<file path="src/rtl/mips_pkg.sv">
// Shared MIPS pipeline definitions: forwarding select encodings and the stage-slot record.
package mips_pkg;

    localparam logic [1:0] FWD_SEL_RF    = 2'b00;
    localparam logic [1:0] FWD_SEL_MEMWB = 2'b01;
    localparam logic [1:0] FWD_SEL_EXMEM = 2'b10;

    localparam int MIPS_REG_ADDR_W = 5;
    localparam int REG_ZERO        = 0;

    typedef struct packed {
        logic                       valid;
        logic [MIPS_REG_ADDR_W-1:0] rd;
        logic                       we;
        logic                       mr;
    } slot_t;

    // Number of operands in a cycle that take a bypass path instead of the register file.
    function automatic logic [1:0] fwd_count(input logic [1:0] a_sel, input logic [1:0] b_sel);
        fwd_count = {1'b0, (a_sel != FWD_SEL_RF)} + {1'b0, (b_sel != FWD_SEL_RF)};
    endfunction

endpackage

</file>
<file path="src/rtl/mips_fwd_sel_cmp.sv">
// Single-operand forwarding select: picks the youngest in-flight producer of the EX source register.
module mips_fwd_sel_cmp
    import mips_pkg::*;
#(
    parameter int REG_ADDR_W = MIPS_REG_ADDR_W
) (
    input  logic                  ex_valid,
    input  logic                  ex_use,
    input  logic [REG_ADDR_W-1:0] ex_src,
    input  logic                  mem_valid,
    input  logic                  mem_we,
    input  logic                  mem_mr,
    input  logic [REG_ADDR_W-1:0] mem_rd,
    input  logic                  wb_valid,
    input  logic                  wb_we,
    input  logic [REG_ADDR_W-1:0] wb_rd,
    output logic [1:0]            sel
);

    localparam logic [REG_ADDR_W-1:0] RZ = REG_ADDR_W'(REG_ZERO);

    logic need;
    logic mem_hit;
    logic wb_hit;

    assign need = ex_valid & ex_use;

    // A load in MEM has no data on the EX/MEM bypass yet; the load-use stall keeps
    // this case from arising, and the gate stops an address ever being forwarded.
    assign mem_hit = mem_valid & mem_we & ~mem_mr & (mem_rd != RZ) & (mem_rd == ex_src);
    assign wb_hit  = wb_valid & wb_we & (wb_rd != RZ) & (wb_rd == ex_src);

    always_comb begin
        sel = FWD_SEL_RF;
        if (need && mem_hit) begin
            sel = FWD_SEL_EXMEM;
        end else if (need && wb_hit) begin
            sel = FWD_SEL_MEMWB;
        end
    end

endmodule

</file>
<file path="src/rtl/mips_fwd_hazard_unit.sv">
// Forwarding-select and load-use hazard control for the 5-stage MIPS pipeline.
// Optional FWD_HAZARD_PERF_CNT_EN adds stall_cnt / fwd_cnt performance counters.
module mips_fwd_hazard_unit
    import mips_pkg::*;
#(
    parameter int REG_ADDR_W = MIPS_REG_ADDR_W,
    parameter int CNT_W      = 32
) (
    input  logic                  clk,
    input  logic                  rst,
    input  logic                  id_valid,
    input  logic [REG_ADDR_W-1:0] id_rs,
    input  logic [REG_ADDR_W-1:0] id_rt,
    input  logic                  id_use_rs,
    input  logic                  id_use_rt,
    input  logic [REG_ADDR_W-1:0] id_rd,
    input  logic                  id_reg_write,
    input  logic                  id_mem_read,
    input  logic                  flush,
    output logic [1:0]            fwd_a_sel,
    output logic [1:0]            fwd_b_sel,
    output logic                  stall,
    output logic                  idex_bubble
`ifdef FWD_HAZARD_PERF_CNT_EN
    ,
    output logic [CNT_W-1:0]      stall_cnt,
    output logic [CNT_W-1:0]      fwd_cnt
`endif
);

    localparam logic [REG_ADDR_W-1:0] RZ = REG_ADDR_W'(REG_ZERO);

    logic                  ex_vld_p0;
    logic [REG_ADDR_W-1:0] ex_rs_p0;
    logic [REG_ADDR_W-1:0] ex_rt_p0;
    logic                  ex_use_rs_p0;
    logic                  ex_use_rt_p0;
    logic [REG_ADDR_W-1:0] ex_rd_p0;
    logic                  ex_we_p0;
    logic                  ex_mr_p0;

    slot_t                 mem_p1;

    logic                  wb_vld_p2;
    logic [REG_ADDR_W-1:0] wb_rd_p2;
    logic                  wb_we_p2;

    logic                  ex_take;
    logic                  ex_load_live;

    assign ex_take = ~idex_bubble;

    // ID -> EX -> MEM -> WB tracking; only the valid/we/mr control bits are reset
    always_ff @(posedge clk) begin
        ex_rs_p0     <= id_rs;
        ex_rt_p0     <= id_rt;
        ex_use_rs_p0 <= id_use_rs;
        ex_use_rt_p0 <= id_use_rt;
        ex_rd_p0     <= id_rd;
        mem_p1.rd    <= ex_rd_p0;
        wb_rd_p2     <= mem_p1.rd;
        if (rst) begin
            ex_vld_p0    <= 1'b0;
            ex_we_p0     <= 1'b0;
            ex_mr_p0     <= 1'b0;
            mem_p1.valid <= 1'b0;
            mem_p1.we    <= 1'b0;
            mem_p1.mr    <= 1'b0;
            wb_vld_p2    <= 1'b0;
            wb_we_p2     <= 1'b0;
        end else begin
            ex_vld_p0    <= id_valid & ex_take;
            ex_we_p0     <= id_reg_write & ex_take;
            ex_mr_p0     <= id_mem_read & ex_take;
            mem_p1.valid <= ex_vld_p0;
            mem_p1.we    <= ex_we_p0;
            mem_p1.mr    <= ex_mr_p0;
            wb_vld_p2    <= mem_p1.valid;
            wb_we_p2     <= mem_p1.we;
        end
    end

    mips_fwd_sel_cmp #(
        .REG_ADDR_W(REG_ADDR_W)
    ) u_sel_a (
        .ex_valid (ex_vld_p0),
        .ex_use   (ex_use_rs_p0),
        .ex_src   (ex_rs_p0),
        .mem_valid(mem_p1.valid),
        .mem_we   (mem_p1.we),
        .mem_mr   (mem_p1.mr),
        .mem_rd   (mem_p1.rd),
        .wb_valid (wb_vld_p2),
        .wb_we    (wb_we_p2),
        .wb_rd    (wb_rd_p2),
        .sel      (fwd_a_sel)
    );

    mips_fwd_sel_cmp #(
        .REG_ADDR_W(REG_ADDR_W)
    ) u_sel_b (
        .ex_valid (ex_vld_p0),
        .ex_use   (ex_use_rt_p0),
        .ex_src   (ex_rt_p0),
        .mem_valid(mem_p1.valid),
        .mem_we   (mem_p1.we),
        .mem_mr   (mem_p1.mr),
        .mem_rd   (mem_p1.rd),
        .wb_valid (wb_vld_p2),
        .wb_we    (wb_we_p2),
        .wb_rd    (wb_rd_p2),
        .sel      (fwd_b_sel)
    );

    // A load in EX whose result the ID instruction needs: hold ID for one cycle.
    assign ex_load_live = ex_vld_p0 & ex_we_p0 & ex_mr_p0 & (ex_rd_p0 != RZ);
    assign stall        = id_valid & ex_load_live &
                          ((id_use_rs & (id_rs == ex_rd_p0)) | (id_use_rt & (id_rt == ex_rd_p0)));
    assign idex_bubble  = stall | flush;

`ifdef FWD_HAZARD_PERF_CNT_EN
    always_ff @(posedge clk) begin
        if (rst) begin
            stall_cnt <= '0;
            fwd_cnt   <= '0;
        end else begin
            stall_cnt <= stall_cnt + CNT_W'(stall);
            fwd_cnt   <= fwd_cnt + CNT_W'(fwd_count(fwd_a_sel, fwd_b_sel));
        end
    end
`endif

endmodule

</file>
<file path="config.mk">
export PLATFORM = sky130hd
export DESIGN_NAME = mips_fwd_hazard_unit
export DESIGN_NICKNAME = d
export VERILOG_FILES = /design/src/rtl/mips_pkg.sv /design/src/rtl/mips_fwd_sel_cmp.sv /design/src/rtl/mips_fwd_hazard_unit.sv
export SDC_FILE = /design/constraint.sdc
export NUM_CORES = 1
export LEC_CHECK = 0
export BUFFER_PORTS_ARGS = -buffer_cell sky130_fd_sc_hd__buf_4
export CELL_PAD_IN_SITES_DETAIL_PLACEMENT = 2
export CELL_PAD_IN_SITES_GLOBAL_PLACEMENT = 2
export CORE_UTILIZATION = 34
export CTS_BUF_LIST = sky130_fd_sc_hd__clkbuf_8
export DETAILED_ROUTE_END_ITERATION = 10
export PLACE_DENSITY = 0.89
export SYNTH_ARGS = -nofsm -noshare
export SYNTH_HDL_FRONTEND = slang
export SYNTH_SLANG_ARGS = --single-unit
export TNS_END_PERCENT = 100
</file>
<file path="constraint.sdc">
create_clock -name clk -period 1.6 [get_ports clk]
set_clock_uncertainty 0.05 [all_clocks]
set_input_delay 0.16 -clock clk [delete_from_list [all_inputs] [get_ports clk]]
set_output_delay 0.16 -clock clk [all_outputs]
set_load 0.005 [all_outputs]
</file>
==> results.yml, run 1 <==
floorplanning:
  die_x_um: 61.7
  chipHeight_um: 61.7
  initial_utilization_pct: 36.0
  pin_count: 29
  rows: 21
placement:
  place_hpwl_mm: 2.68
  port_buffers: 28
  gp_congestion: 0.743
clocking:
  cts_root_buffer: "clkbuf_8"
  cts-htree-levels: 2
  cts_sinks: 35
  cts_max_path_buffers: 2
  cts_buffers: 5
yosys:
  ys_ff_latch: 35
  synthFlopType: "dfxtp_1"
  yosys-mux-area-fraction_pct: 0
  synthAdderAreaFrac_pct: 0
  synth_top_family_by_area: "XOR/XNOR gates"
  syn_nets: 128
  synth-simple-area-share_pct: 14.3
  synth_edf_count: 0
  async_reset_ff_share_pct: 0
  yosysWarnings: 0
  synth_top_cell_by_area: "dfxtp_1"
  syn_area_sq_um: 1210
  syn_inst: 105
  yosys.area.top_type_share_pct: 57.9
  synth-xor-area-share_pct: 21.7
  ys_top_cells_by_area: "dfxtp_1, xnor2_1, xor2_1, nand4_1, nor2b_1"
  synth_compound_area_share_pct: 5.27
  synth.distinct_cells: 20
  avgSynthCellArea_sq_um: 11.5
  yosysSeqAreaShare_pct: 57.9
global_route:
  grt_antenna_before_repair: 0
  grt_max_degree: 11
outcome:
  stop_error: "[ERROR DPL-0033] detailed placement checks failed during check placement."
  status: "did not finish"
  haltStage: "global routing (5_1_grt)"
timing:
  postGrtWorstEndpoint: "fwd_b_sel[0]"
  endpoint_type: "top-level output"
[cell families after synthesis]
family          Yosys count
simple gates             29
compound gates            8
flops                    35
xor+xnor                 30
buf+inv                   3
[timing repair]
action                                 CTS
pin swaps                               13
endpoints found under the hold margin   17
setup buffers                            5
gates resized for setup                 24
hold buffers                            17
setup endpoints to repair                6
[synth_stat cells (2+ instances only)]
cell type / n
nand4_1: 7
xnor2_1: 24
nor4_1: 2
inv_1: 3
nand2_1: 4
nor3_2: 2
xor2_1: 6
dfxtp_1: 35
a21oi_1: 2
a2111oi_0: 2
or4_1: 3
nor2_1: 3
nor2b_1: 5
[stage by stage]
| step | area, sq um | hold slack (ps) | std cells | setup WS (ps) | utilization [%] |
|---|---|---|---|---|---|
| after floorplan | 1210 | 138 | 105 | 67.1 | - |
| after global placement | 1540 | 214 | 187 | -15.1 | 45.8 |
| after detailed placement | 1540 | 216 | 187 | -164 | 45.8 |
| after CTS | 1930 | 25.5 | 217 | -398 | 57.3 |
==> run 2: changes to the inputs <==
--- a/config.mk
+++ b/config.mk
@@ -6,12 +6,9 @@
 export NUM_CORES = 1
 export LEC_CHECK = 0
 export BUFFER_PORTS_ARGS = -buffer_cell sky130_fd_sc_hd__buf_4
-export CELL_PAD_IN_SITES_DETAIL_PLACEMENT = 2
-export CELL_PAD_IN_SITES_GLOBAL_PLACEMENT = 2
-export CORE_UTILIZATION = 34
-export CTS_BUF_LIST = sky130_fd_sc_hd__clkbuf_8
+export CORE_UTILIZATION = 25
 export DETAILED_ROUTE_END_ITERATION = 10
-export PLACE_DENSITY = 0.89
+export PLACE_DENSITY_LB_ADDON = 0.15
 export SYNTH_ARGS = -nofsm -noshare
 export SYNTH_HDL_FRONTEND = slang
 export SYNTH_SLANG_ARGS = --single-unit
==> results.yml, run 2 <==
outcome:
  status: "finished, violations left"
  violations: "negative setup slack"
yosys:
  yosys.area.top_type_share_pct: 57.9
  yosysWarnings: 0
  synth.most_common_cell: "dfxtp_1"
  ys_ff_latch: 35
  ys_top_cells_by_area: "dfxtp_1, xnor2_1, xor2_1, nand4_1, nor2b_1"
  yosysSeqAreaShare_pct: 57.9
  synthFlopType: "dfxtp_1"
  syn_nets: 128
  synth_common_cells: "dfxtp_1, xnor2_1, nand4_1"
  synth_top_cell_by_area: "dfxtp_1"
  async_reset_ff_share_pct: 0
  avgSynthCellArea_sq_um: 11.5
  syn_area_sq_um: 1210
  syn_inst: 105
  synth.distinct_cells: 20
  synth_edf_count: 0
pwr:
  power_density_nw_per_um2: 906
  p_leak_uw: 0.000799
  peakVddDrop_mv: 0.396
  finalPower_uw: 1770
detailed_routing:
  dr_wl_met2_mm: 1.42
  vias_per_cell: 4.35
  antenna_left: 0
  first_pass_iters: 4
  wl_met1_mm: 1.17
  highest_layer: "met4"
  drt-initial-drc-count: 14
  wl_met3_um: 99
  drt-total-wl_mm: 2.81
  num_vias: 956
  wl_per_cell_um: 12.8
  drc: 0
global_route:
  overflow: 0
  grt_first_pass_wirelength_mm: 4.59
  grtUsageTotal_pct: 12.0
  grt_max_degree: 11
  grt_antenna_before_repair: 0
  grt_pass1_vias: 1017
floorplanning:
  chipHeight_um: 71.6
  die_x_um: 71.6
  dieArea_sq_um: 5130
  initial_utilization_pct: 26.9
  rows: 24
  core-area_sq_um: 4500
  pin_count: 29
layout:
  drive_gt1_share_pct: 42.9
  largest_reg_flops: 8
  antenna_cells: 0
  stdcell_area_sq_um: 1950
  multi_input_area_sq_um: 611
  final_common_cell: "buf_4"
  fill_cells: 451
  layout.nets: 190
  syn_to_final_growth_pct: 61.2
  regMostFlops: "mem_p1"
  final_cell_mix: "buf_4, dfxtp_1, xnor2_1, dlygate4sd3_1"
  register_area_sq_um: 724
placement:
  port_buffers: 28
  place_hpwl_mm: 2.09
  gp_congestion: 0.767
  postPlaceCellArea_sq_um: 1550
  pre_cts_slack_ps: -47.0
worst_setup_path:
  end_kind: "primary output"
  worst-path-buf-inv: 1
  path_cells: "or4_4 > o2111ai_4 > nor3_4 > nor3_2 > buf_4"
  cpPeakStageDelay_ps: 540
  cp_max_fo: 2
  cp-start-kind: "flip-flop"
  cp.required_ps: 1390
  critical_path.slowest_cell: "or4_4"
  path_delay_family: "simple AND/OR/NAND/NOR gates"
  critical_path_class: "reg2out"
  worstPathArrival_ps: 1730
clocking:
  cts_root_buffer: "clkbuf_8"
  clk_pin_slew_ps: 70
  cts_max_path_buffers: 2
  cts_tree: "built"
  clk_latency_ps: 280
  cts_buffers: 5
  cts_sinks: 35
  cts-htree-levels: 2
timing:
  fin_crit_sh_pct: 121
  rsz0062_at_grt: "yes"
  worst_pin_slew_ps: 316
  layout_setup_ws_ps: -336
  slew_headroom_pct: 78.4
  fmax_ghz: 0.516
  finalSetupViolCount: 6
  layout_min_cycle_time_ps: 1940
  drv_slew: 0
  hold_viol_final: 0
worst_hold_path:
  min_path_type: "in2reg"
job:
  drv_cap: 0
==> run 2: cell counts after synthesis <==
Identical to the previous run, type by type.
==> run 2: worst reg2reg max path, delay by kind of cell, from the launching register on <==
kind                   cells  cell delay (ps)
AO/OA/AOI/OAI              2              440
XOR/XNOR                   1              130
flip-flops                 1              370
buffers and inverters      2              280
AND/OR/NAND/NOR            1              100
==> run 2: layout make-up <==
cell class	instances	share of cell area, %
clock buffer	7	3.91
clock inverter	1	0.256
inverter	3	0.577
multi-input combinational	67	31.3
sequential	35	37.1
tap	52	3.33
timing repair buffer	55	23.5
==> run 2: what timing repair did <==
action / 4_1_cts / 5_1_grt
setup buffers: 1 / 1
hold endpoints to repair: 17 / 0
endpoints found under the setup margin: 6 / 7
pin swaps: 11 / 10
gates resized for setup: 18 / 16
hold buffers: 17 / 0
==> run 2: routing by layer <==
layer  vias up  track usage, %
met2        28            19.5
met1       432            13.5
met3        10            2.95
met5         -               0
met4         0            9.59
li1        486               -
==> run 2: cell families after synthesis <==
kind of cell / Yosys count / share of synthesized area [%]
and+or+nand+nor: 29 / 14.3
buffers and inverters: 3 / 0.930
xor gates and xnor gates: 30 / 21.7
DFF: 35 / 57.9
AOI/OAI and AO/OA: 8 / 5.27
==> run 2: metrics by stage <==
stage | hold slack, ps | cells | setup TNS, ps | utilization (%)
global route | 15.7 | 220 | -1760 | 43.3
global placement | 214 | 193 | -42.5 | 34.3
finish | 18.6 | 220 | -1250 | 43.3
floorplan | 138 | 105 | 0 | -
detailed placement | 217 | 193 | -65.5 | 34.3
CTS | 15.2 | 219 | -1400 | 41.8
==> run 2: power by group <==
part | internal (uW) | total [uW] | switching [uW]
clock | 305 | 596 | 291
sequential | 914 | 959 | 44.9
combinational | 142 | 213 | 71.4
==> run 2: worst paths after layout <==
kind / start / to / slack [ps] / cells past startpoint
max: mem_p1[2] / fwd_b_sel[0] / -340 / 5
min reg2reg: ex_rd_p0[3] / mem_p1[5] / 360 / 0
min: flush / ex_we_p0 / 20 / 2
max reg2reg: ex_rd_p0[2] / ex_mr_p0 / 110 / 6
No activity file was read; power rests on OpenSTA's default activity.
==> run 3: changes to the inputs <==
--- a/config.mk
+++ b/config.mk
@@ -7,9 +7,11 @@
 export LEC_CHECK = 0
 export BUFFER_PORTS_ARGS = -buffer_cell sky130_fd_sc_hd__buf_4
 export CORE_UTILIZATION = 25
+export CTS_CLUSTER_SIZE = 12
 export DETAILED_ROUTE_END_ITERATION = 10
 export PLACE_DENSITY_LB_ADDON = 0.15
 export SYNTH_ARGS = -nofsm -noshare
 export SYNTH_HDL_FRONTEND = slang
+export SYNTH_HIERARCHICAL = 1
 export SYNTH_SLANG_ARGS = --single-unit
 export TNS_END_PERCENT = 100
==> results.yml, run 3 <==
layout:
  drive_gt1_share_pct: 47.4
  fill_cells: 464
  fin_cells: 240
  regMostFlops: "mem_p1"
  stdcell_area_sq_um: 2100
  largest_reg_flops: 8
  antenna_cells: 0
  final_cell_mix: "buf_4, dfxtp_1, dlygate4sd3_1"
  syn_to_final_growth_pct: 68.5
  final_common_cell: "buf_4"
  layout.nets: 195
yosys:
  yosysSeqAreaShare_pct: 56.3
  synth_common_cells: "dfxtp_1, xnor2_1, nand4_1"
  synthFlopType: "dfxtp_1"
  ys_ff_latch: 35
  synth_top_family_by_area: "XOR/XNOR gates"
  async_reset_ff_share_pct: 0
  avgSynthCellArea_sq_um: 11.3
  synth_top_cell_by_area: "dfxtp_1"
  synth-simple-area-share_pct: 15.4
  synth-xor-area-share_pct: 18.3
  synth.most_common_cell: "dfxtp_1"
  syn_nets: 133
  synth.distinct_cells: 17
  ys_top_cells_by_area: "dfxtp_1, xnor2_1, nand4_1, a2111oi_2, nor2b_1"
  syn_inst: 110
  yosysWarnings: 6
  syn_area_sq_um: 1240
  yosys-mux-area-fraction_pct: 0
  synth_edf_count: 0
  yosys.area.top_type_share_pct: 56.3
  synthAdderAreaFrac_pct: 0
  synth_compound_area_share_pct: 9.45
worst_setup_path:
  cpPeakStageDelay_ps: 370
  cp-start-kind: "flip-flop"
  worstPathArrival_ps: 1510
  cp.required_ps: 1390
  path_cells: "buf_6 > o41ai_4 > a2111oi_4 > nor3_1 > buf_4"
  critical_path.slowest_cell: "dfxtp_4"
  worst-path-buf-inv: 2
  critical_path_class: "reg2out"
  path_delay_family: "compound AO/OA/AOI/OAI gates"
  end_kind: "primary output"
  cp_max_fo: 4
floorplanning:
  chipHeight_um: 72.6
  dieArea_sq_um: 5270
  die_x_um: 72.6
  pin_count: 29
  core-area_sq_um: 4750
  rows: 25
  initial_utilization_pct: 26.2
detailed_routing:
  num_vias: 995
  antenna_left: 0
  wl_per_cell_um: 12.0
  drt-initial-drc-count: 15
  vias_per_cell: 4.15
  first_pass_iters: 4
  drc: 0
  drt-total-wl_mm: 2.87
timing:
  hold_viol_final: 0
  worst_pin_slew_ps: 317
  slew_headroom_pct: 78.8
  layout_min_cycle_time_ps: 1720
  fmax_ghz: 0.582
  finalSetupViolCount: 4
  drv_slew: 0
  rsz0062_at_grt: "yes"
  fin_tns_setup_ps: -280
  fin_crit_sh_pct: 107
  layout_setup_ws_ps: -119
placement:
  postPlaceCellArea_sq_um: 1590
  place_hpwl_mm: 2.16
  port_buffers: 28
  gp_congestion: 0.764
  dp_cells: 212
global_route:
  grt_max_degree: 11
  grt_first_pass_wirelength_mm: 4.71
  grt_pass1_vias: 1021
  grt_antenna_before_repair: 0
  overflow: 0
  grtUsageTotal_pct: 12.1
clocking:
  cts-htree-levels: 2
  clk_latency_ps: 280
  cts_buffers: 5
  cts_sinks: 35
  clk_pin_slew_ps: 70
  cts_max_path_buffers: 2
  cts_root_buffer: "clkbuf_8"
  cts_tree: "built"
pwr:
  finalPower_uw: 1880
  peakVddDrop_mv: 0.491
  power_density_nw_per_um2: 894
  p_leak_uw: 0.000818
worst_hold_path:
  min_path_type: "in2reg"
job:
  drv_cap: 0
outcome:
  status: "finished, violations left"
  violations: "negative setup slack"
==> run 3: cell types whose count changed in the layout (fill, tap and decap cells not counted), sizes merged, moves of 2 or more <==
cell     delta
a21oi       +2
nand4       +4
or4         -3
xor2        -4
nor3        +2
o41ai       +2
a2111oi     +2
nor2        +3
==> run 3: per-stage QoR <==
stage	hold WS (ps)	setup slack [ps]	utilization, %
floorplan	138	237	-
global placement	214	3.11	33.5
finish	33.8	-119	44.1
detailed placement	216	-14.7	33.5
global route	32.5	-205	44.1
CTS	24.8	-146	43.7
==> run 3: area by class of cell <==
cell class	instances	area [sq um]	share of cell area (%)
Sequential cell	35	747	35.6
Multi-Input combinational cell	73	697	33.2
Timing Repair Buffer	55	463	22.1
Clock buffer	8	100	4.77
Tap cell	67	83.8	4.00
Inverter	2	7.51	0.358
==> run 3: report_power, final <==
part | internal, uW | leakage [uW] | switching (uW)
logic | 153 | 0.000469 | 76.0
registers | 908 | 0.000297 | 57.5
clock network | 392 | 0.0000515 | 288
==> run 3: worst paths after layout <==
check / cells after the start / end / slack (ps) / start
worst min-delay path: 2 / ex_mr_p0 / 30 / flush
worst max register to register: 5 / ex_we_p0 / 240 / ex_rd_p0[3]
worst max-delay path: 5 / fwd_b_sel[0] / -120 / mem_p1[5]
worst min register to register: 0 / mem_p1[4] / 360 / ex_rd_p0[2]
==> run 3: cell families after synthesis <==
family	count (synthesis)
AND/OR/NAND/NOR	35
buffers and inverters	2
AO/OA/AOI/OAI	12
XOR/XNOR	26
flip-flops	35
==> run 3: timing repair <==
action	4_1_cts	5_1_grt
pin swaps	17	7
hold endpoints to repair	17	0
setup buffers	2	1
resized for setup	46	4
hold buffers	17	0
endpoints found under the setup margin	6	6
==> run 3: per-layer routing <==
| metal | up-vias | track usage, % | share of wire, % |
|---|---|---|---|
| met4 | 0 | 8.28 | 3.2 |
| li1 | 510 | - | - |
| met2 | 26 | 20.1 | 49 |
| met1 | 451 | 13.9 | 44 |
| met5 | - | 0 | 0 |
| met3 | 8 | 2.64 | 3.6 |
==> run 3: worst register-to-register path: cells and delay by family (launching register included) <==
| family | cells | cell delay [ps] |
|---|---|---|
| simple gates | 1 | 120 |
| xor+xnor | 1 | 130 |
| flops | 1 | 370 |
| buf+inv | 1 | 160 |
| compound gates | 2 | 440 |
==> run 4: changes to the inputs <==
==> constraint.sdc (replaced) <==
create_clock -name clk -period 1.83 [get_ports clk]
set_clock_uncertainty 0.05 [all_clocks]
set_input_delay 0.183 -clock clk [delete_from_list [all_inputs] [get_ports clk]]
set_output_delay 0.183 -clock clk [all_outputs]
set_load 0.005 [all_outputs]
==> results.yml, run 4 (same netlist as run 3, synthesis figures left out) <==
outcome:
  status: "completed"
worst_setup_path:
  cp-start-kind: "flip-flop"
  cp.required_ps: 1600
  worstPathArrival_ps: 1540
  critical_path_class: "reg2out"
  end_kind: "primary output"
  cp_max_fo: 6
detailed_routing:
  wl_met3_um: 74
  num_vias: 971
  first_pass_iters: 4
  vias_per_cell: 4.20
  wl_met1_mm: 1.28
  drc: 0
  antenna_left: 0
  dr_wl_met2_mm: 1.48
  highest_layer: "met4"
  drt-initial-drc-count: 16
  drt-total-wl_mm: 2.91
  wl_per_cell_um: 12.6
floorplanning:
  initial_utilization_pct: 26.2
  pin_count: 29
  core-area_sq_um: 4750
  dieArea_sq_um: 5270
  chipHeight_um: 72.6
  die_x_um: 72.6
  rows: 25
clocking:
  cts_root_buffer: "clkbuf_8"
  cts_max_path_buffers: 2
  cts-htree-levels: 2
  cts_sinks: 35
  clk_latency_ps: 280
  cts_tree: "built"
  clk_pin_slew_ps: 70
  cts_buffers: 5
layout:
  fill_cells: 500
  largest_reg_flops: 8
  register_area_sq_um: 723
  final_cell_mix: "buf_4, dfxtp_1, xnor2_1"
  fin_cells: 231
  multi_input_area_sq_um: 627
  drive_gt1_share_pct: 36.6
  antenna_cells: 0
  final_common_cell: "buf_4"
  syn_to_final_growth_pct: 54.6
  layout.nets: 187
  regMostFlops: "mem_p1"
pwr:
  power_density_nw_per_um2: 813
  peakVddDrop_mv: 0.438
  p_leak_uw: 0.000719
timing:
  worst_pin_slew_ps: 326
  fin_crit_sh_pct: 97.1
  hold_slack_ps: 52.2
  hold_viol_final: 0
  layout_min_cycle_time_ps: 1780
  fmax_ghz: 0.563
  slew_headroom_pct: 78.1
  rsz0062_at_grt: "yes"
  drv_slew: 0
  finalSetupViolCount: 0
global_route:
  grt_pass1_vias: 980
  grt_max_degree: 11
  grtUsageTotal_pct: 11.7
  grt_first_pass_wirelength_mm: 4.47
  overflow: 0
  grt_antenna_before_repair: 0
job:
  drv_cap: 0
placement:
  dp_cells: 206
  gp_congestion: 0.874
  place_hpwl_mm: 2.14
  port_buffers: 28
worst_hold_path:
  min_path_type: "in2reg"
==> run 4: changes by cell type in the layout (fill, tap and decap cells not counted), sizes merged <==
cell | before | now
buf | 38 | 30
clkinv | 0 | 1
clkbuf | 8 | 6
==> run 4: path summary, 6_finish.rpt <==
check / startpoint / to / slack, ps / depth (start not counted)
worst max-delay path: ex_vld_p0 / fwd_b_sel[0] / 50 / 4
worst max register to register: ex_rd_p0[2] / ex_we_p0 / 480 / 5
worst min-delay path: flush / ex_mr_p0 / 50 / 2
worst min register to register: ex_rd_p0[1] / mem_p1[3] / 350 / 0
==> run 4: area by class of cell <==
class	instances	share of cell area, %
flip-flops and latches	35	37.6
multi-input cells	73	32.6
repair buffers	47	20.5
well taps	67	4.36
clock buffers	6	4.29
inverters	2	0.390
clock inverters	1	0.260
==> run 4: per-stage QoR <==
stage,area (sq um),TNS [ps],total power [uW],utilization [%],setup slack (ps)
detailed placement,1550,0,988,32.5,210
CTS,1880,0,1570,39.5,20.9
floorplan,1240,0,920,-,444
finish,1920,0,1570,40.5,53.0
global route,1920,-15.6,1630,40.5,-15.6
global placement,1550,0,987,32.5,251
==> run 4: report_power, final <==
group / switching [uW] / internal [uW]
clock: 251 / 295
sequential: 50.4 / 799
combinational: 58.8 / 111
==> run 4: routing by layer <==
layer,GRT usage [%],vias up
met5,0,-
met2,19.1,19
met1,13.6,457
met3,2.78,4
li1,-,491
met4,7.63,0
==> run 4: what timing repair did <==
action | 4_1_cts | 5_1_grt
gates resized for setup | 15 | 11
hold endpoints to repair | 17 | 0
buffers inserted | 0 | 1
hold buffers | 17 | 0
endpoints found under the setup margin | 5 | 4
pin swaps | 4 | 3
==> run 4: worst max-delay path, stage by stage, from the launching register on <==
cell and delay (ps):
dfxtp_1 430, nand4_1 230, a2111oi_4 360, nor3_1 100
buf_4 140
